`config.mk`:
```
export PLATFORM = sky130hd
export DESIGN_NAME = mem_lsu
export DESIGN_NICKNAME = d
export VERILOG_FILES = /design/src/rtl/mem_lsu.sv
export SDC_FILE = /design/constraint.sdc
export NUM_CORES = 1
export LEC_CHECK = 0
export ABC_AREA = 0
export BUFFER_PORTS_ARGS = -buffer_cell sky130_fd_sc_hd__buf_2
export CELL_PAD_IN_SITES_DETAIL_PLACEMENT = 1
export CELL_PAD_IN_SITES_GLOBAL_PLACEMENT = 1
export CORE_MARGIN = 2
export CORE_UTILIZATION = 35
export CTS_BUF_LIST = sky130_fd_sc_hd__clkbuf_8
export CTS_CLUSTER_DIAMETER = 60
export CTS_CLUSTER_SIZE = 10
export DETAILED_ROUTE_END_ITERATION = 7
export PLACE_DENSITY_LB_ADDON = 0.1
export SLEW_MARGIN = 25
export SYNTH_ARGS = -nofsm -noshare
export SYNTH_HDL_FRONTEND = slang
export SYNTH_SLANG_ARGS = --single-unit
```
`constraint.sdc`:
```
create_clock -name i_clk -period 4.1 [get_ports i_clk]
set_input_delay 0.615 -clock i_clk [delete_from_list [all_inputs] [get_ports i_clk]]
set_output_delay 0.615 -clock i_clk [all_outputs]
set_load 0.05 [all_outputs]
```
`src/rtl/mem_lsu.sv`:
```
// -----------------------------------------------------------------------------
// mem_lsu : single-outstanding load/store unit in front of a word-addressed
//           memory. One request is accepted at a time; it is range-checked,
//           turned into a memory write or read, and answered with one response.
//
// Parameters
//   p_WORD_LEN    bits per data word and width of the request address
//   p_ADDR_LEN    memory address lines (memory depth 2**p_ADDR_LEN words)
//   p_RD_LATENCY  memory read latency: 0 = async read, 1 = registered read
//
// Ports
//   i_clk, i_rst                 clock, synchronous active-high reset
//   i_req_valid / o_req_ready    request handshake (ready only when idle)
//   i_req_we, i_req_addr,        request: 1 = store / 0 = load, word address,
//   i_req_wdata                  store data
//   o_rsp_valid / i_rsp_ready    response handshake
//   o_rsp_rdata, o_rsp_err       load data (0 for stores/errors), range error
//   o_mem_wr_en, o_mem_addr,     memory port driven from captured request
//   o_mem_wr_data, i_mem_rd_data
// -----------------------------------------------------------------------------
module mem_lsu #(
    parameter int p_WORD_LEN   = 16,
    parameter int p_ADDR_LEN   = 10,
    parameter int p_RD_LATENCY = 1
) (
    input  logic                  i_clk,
    input  logic                  i_rst,
    input  logic                  i_req_valid,
    output logic                  o_req_ready,
    input  logic                  i_req_we,
    input  logic [p_WORD_LEN-1:0] i_req_addr,
    input  logic [p_WORD_LEN-1:0] i_req_wdata,
    output logic                  o_rsp_valid,
    input  logic                  i_rsp_ready,
    output logic [p_WORD_LEN-1:0] o_rsp_rdata,
    output logic                  o_rsp_err,
    output logic                  o_mem_wr_en,
    output logic [p_ADDR_LEN-1:0] o_mem_addr,
    output logic [p_WORD_LEN-1:0] o_mem_wr_data,
    input  logic [p_WORD_LEN-1:0] i_mem_rd_data
);

    typedef enum logic [1:0] {
        S_IDLE   = 2'd0,
        S_ACCESS = 2'd1,
        S_WAIT   = 2'd2,
        S_RESP   = 2'd3
    } state_t;

    state_t                r_state;
    logic                  r_req_ready;
    logic                  r_we;
    logic                  r_wr_en;
    logic                  r_rsp_valid;
    logic                  r_rsp_err;
    logic [p_WORD_LEN-1:0] r_rsp_rdata;
    logic [p_ADDR_LEN-1:0] r_mem_addr;
    logic [p_WORD_LEN-1:0] r_wdata;

    logic w_accept;
    logic w_out_of_range;

    assign w_accept = i_req_valid && r_req_ready;

    // Any address bit at or above p_ADDR_LEN set means the word is not backed
    // by memory. A shift keeps this legal even when both widths are equal.
    assign w_out_of_range = (i_req_addr >> p_ADDR_LEN) != '0;

    always_ff @(posedge i_clk) begin
        if (i_rst) begin
            r_state     <= S_IDLE;
            r_req_ready <= 1'b1;
            r_we        <= 1'b0;
            r_wr_en     <= 1'b0;
            r_rsp_valid <= 1'b0;
            r_rsp_err   <= 1'b0;
            r_rsp_rdata <= '0;
            r_mem_addr  <= '0;
            r_wdata     <= '0;
        end else begin
            case (r_state)
                // Accept: capture the request; errors skip the memory access.
                S_IDLE: begin
                    if (w_accept) begin
                        r_mem_addr  <= i_req_addr[p_ADDR_LEN-1:0];
                        r_wdata     <= i_req_wdata;
                        r_we        <= i_req_we;
                        r_req_ready <= 1'b0;
                        if (w_out_of_range) begin
                            r_state     <= S_RESP;
                            r_rsp_valid <= 1'b1;
                            r_rsp_err   <= 1'b1;
                            r_rsp_rdata <= '0;
                        end else begin
                            r_state <= S_ACCESS;
                            r_wr_en <= i_req_we;
                        end
                    end
                end
                // Access: the write pulse lives only in this cycle.
                S_ACCESS: begin
                    r_wr_en <= 1'b0;
                    if (r_we) begin
                        r_state     <= S_RESP;
                        r_rsp_valid <= 1'b1;
                        r_rsp_err   <= 1'b0;
                        r_rsp_rdata <= '0;
                    end else if (p_RD_LATENCY == 0) begin
                        r_state     <= S_RESP;
                        r_rsp_valid <= 1'b1;
                        r_rsp_err   <= 1'b0;
                        r_rsp_rdata <= i_mem_rd_data;
                    end else begin
                        r_state <= S_WAIT;
                    end
                end
                // Wait: registered memory output is valid on this edge.
                S_WAIT: begin
                    r_state     <= S_RESP;
                    r_rsp_valid <= 1'b1;
                    r_rsp_err   <= 1'b0;
                    r_rsp_rdata <= i_mem_rd_data;
                end
                // Response: hold until consumed, then reopen for requests.
                S_RESP: begin
                    if (i_rsp_ready) begin
                        r_state     <= S_IDLE;
                        r_req_ready <= 1'b1;
                        r_rsp_valid <= 1'b0;
                        r_rsp_err   <= 1'b0;
                        r_rsp_rdata <= '0;
                    end
                end
                default: begin
                    r_state     <= S_IDLE;
                    r_req_ready <= 1'b1;
                    r_wr_en     <= 1'b0;
                    r_rsp_valid <= 1'b0;
                end
            endcase
        end
    end

    assign o_req_ready   = r_req_ready;
    assign o_rsp_valid   = r_rsp_valid;
    assign o_rsp_rdata   = r_rsp_rdata;
    assign o_rsp_err     = r_rsp_err;
    assign o_mem_addr    = r_mem_addr;
    assign o_mem_wr_data = r_wdata;
    // Reset landing on the access cycle must not corrupt memory.
    assign o_mem_wr_en   = r_wr_en && !i_rst;

endmodule

```
==> run summary <==
Status: finished clean
Num Clock Sinks: 49
Total track usage: 16.0%
Synth Area in Compound Gates: 11.7%
Met1 global-route usage: 18.0%
Final Max Slew Viols: 0
Worst Hold End: o_mem_addr[5]
Die width: 79.3 um
Hold Buf Count CTS: 0
WL per Instance: 12.1 um
Setup TNS: 0 ns
Register area share after synthesis: 49.5%
Ys async rst share: 0%
Setup-failing EPs final: 0
Main combinational cell family by area after synthesis: simple AND/OR/NAND/NOR gates
Synth cell count leaders: nand2_1 (85), dfxtp_1 (49), a21oi_1 (30), mux2i_1 (17), clkbuf_1 (12)
Cts bufs inserted: 5
Final RePlAce weighted congestion: 0.796
Tot Pwr: 1790 uW
Top-count cell post-synth: nand2_1
Max_cap viols: 0
Mux contribution to synthesized area: 9.15%
Post-Syn Nets: 292
CTS tree: built
Worst-path clk slew: 0.09 ns
Syn avg cell area: 8.47 um2
Simple-gate share of the synthesized area: 21.1%
Mapped cell area: 1980 um2
Layout Skew: 0.00326 ns
HPWL Detailed: 3460 um
Core Region: 5470 um2
Leakage: 0.00127 uW
Placed cell count: 391
Vias in the first global route: 1847
Hold depth: 2
CP Data Required Time: 4.33 ns
DIE AREA: 6280 um2
Multi-input logic area: 903 um2
Share of the synthesized area in the top cell type: 49.5%
DRC viols: 0
Latest clock arrival within the worst-skew pair: 0.29 ns
Syn Inst Count: 234
Worst-Margin Slew: 0.728 ns
Layout cells sized above 1: 35.2%
Vias per cell: 4.59
Clock period minus worst slack: 2.22 ns
Critical path startpoint category: primary input
Resized cells post-CTS: 0
Post-CTS setup buffers: 0
Diodes inserted: 0
Grt ovf: 0
Iteration-0 DRC Markers: 54
Crit-path max FO: 10
Xor and xnor area share after synthesis: 0%
Largest net degree at the start of global routing: 42
Worst Hold Launch: o_mem_addr[5]
Clock tree root driver cell: clkbuf_8
Fin Hold WS: 0.454 ns
GRT busiest layer: met2
RSZ-0062 raised after global routing: no
Storage cell area: 981 um2
Pwr/cell area: 682 nW/um2
Finished Cell Area: 2620 um2
Synth Warn #: 0
Global Route met3 Usage: 5.34%
Synthesis-to-layout area growth: 32.1%
Arrival time worst endpoint: 2.44 ns
#FFs+latches synth: 49
DRT Pass-1 Iters: 4
Antenna viol nets, final: 0
Die Span Y: 79.3 um
First-pass GRT wire length: 8020 um
Antenna violations before repair: 0
Netlist cell types: 26
Max clock buf depth: 2
Most used DFF post-synth: dfxtp_1
Fillers: 713
Max Fclk: 0.451 GHz
Crit end category: flop
Initial Util: 36.2%
Number of synthesized flops with an enable pin: 0
Final period utilization: 54.0%
Synth area leaders: dfxtp_1 (49%), nand2_1 (16%), mux2i_1 (8.6%)
Post-Synth Adder-Cell Area: 3.16%
Worst slew margin: 51.5%
I/O Pins: 99
Worst r2r src: r_state[0]
Final hold viol count: 0
Routing usage on met2: 27.5%
Rows: 27
Peak supply drop: 0.000257 V
Total wire length: 4810 um
Finished Layout Cells: 399
Dpl cell area: 2500 um2
Port Buf Inserts: 98
H-Tree Depth: 2
Cell taking the most area after synthesis: dfxtp_1
Nets@finish: 384
RR Endpoint: o_rsp_rdata[1]
Critical path type: primary input to flop
Register-to-Register Path Depth: 6
R2R setup slack: 1.99 ns
HP Class: flop to flop
Vias post-DR: 1830
critical path, stage by stage:
cell     delay (ns)
buf_2          0.10
or4_4          0.53
nor3_4         0.18
a221o_1        0.49
buf_4          0.31
mux2i_1        0.21
per-stage QoR:
stage	utilization (%)	setup WS (ns)
global route	47.9	1.79
finish	47.9	1.88
detailed placement	45.7	1.54
CTS	47.9	1.87
global placement	45.6	1.62
floorplan	-	2.03
state kept, by name (all words and copies together), names as in the netlist:
name	cells
o_mem_wr_data	16
r_we	1
o_mem_addr	10
o_rsp_valid	1
o_rsp_rdata	16
r_state	2
o_req_ready	1
o_rsp_err	1
r_wr_en	1
cells in the final DEF, fill, tap and decap left out, types with 3 or more instances in the layout:
cell / count
buf_2: 98
nand2_1: 85
dfxtp_1: 49
a21oi_1: 30
mux2i_1: 17
inv_1: 9
clkbuf_8: 6
nand2b_1: 5
ha_1: 5
nor2_1: 3
how the worst max path moves through the flow:
stage	from	to	slack (ns)	depth (start not counted)
5_1_grt	i_req_addr[11]	o_rsp_rdata[1]	1.79	6
3_5_place_dp	i_req_addr[11]	o_rsp_rdata[1]	1.54	6
3_3_place_gp	i_req_addr[11]	o_rsp_rdata[5]	1.62	6
4_1_cts	i_req_addr[11]	o_rsp_rdata[1]	1.87	6
2_1_floorplan	i_req_addr[11]	o_rsp_valid	2.03	5
6_report	i_req_addr[11]	o_rsp_rdata[1]	1.88	6
cells by family after synthesis:
family,after synthesis
AND/OR/NAND/NOR,100
flip-flops,49
buffers and inverters,22
adder cells (fa/ha/maj),5
multiplexers,18
AO/OA/AOI/OAI,40
area by class of cell:
| cell class | instances | area share (%) |
|---|---|---|
| flip-flops and latches | 49 | 37.5 |
| multi-input cells | 163 | 34.5 |
| repair buffers | 99 | 19.0 |
| well taps | 72 | 3.44 |
| clock buffers | 6 | 3.15 |
| clock inverters | 2 | 1.29 |
| inverters | 8 | 1.15 |
where the power goes:
part	switching [uW]	internal (uW)	total [uW]
clock network	154	196	351
logic	572	245	818
registers	50.3	567	617
total	777	1010	1790
layer usage:
layer	routed length (um)	vias to the layer above
li1	-	940
met1	2110	820
met2	2230	65
met3	417	5
met4	60	0
met5	0	-
(Power assumes the default switching activity.)
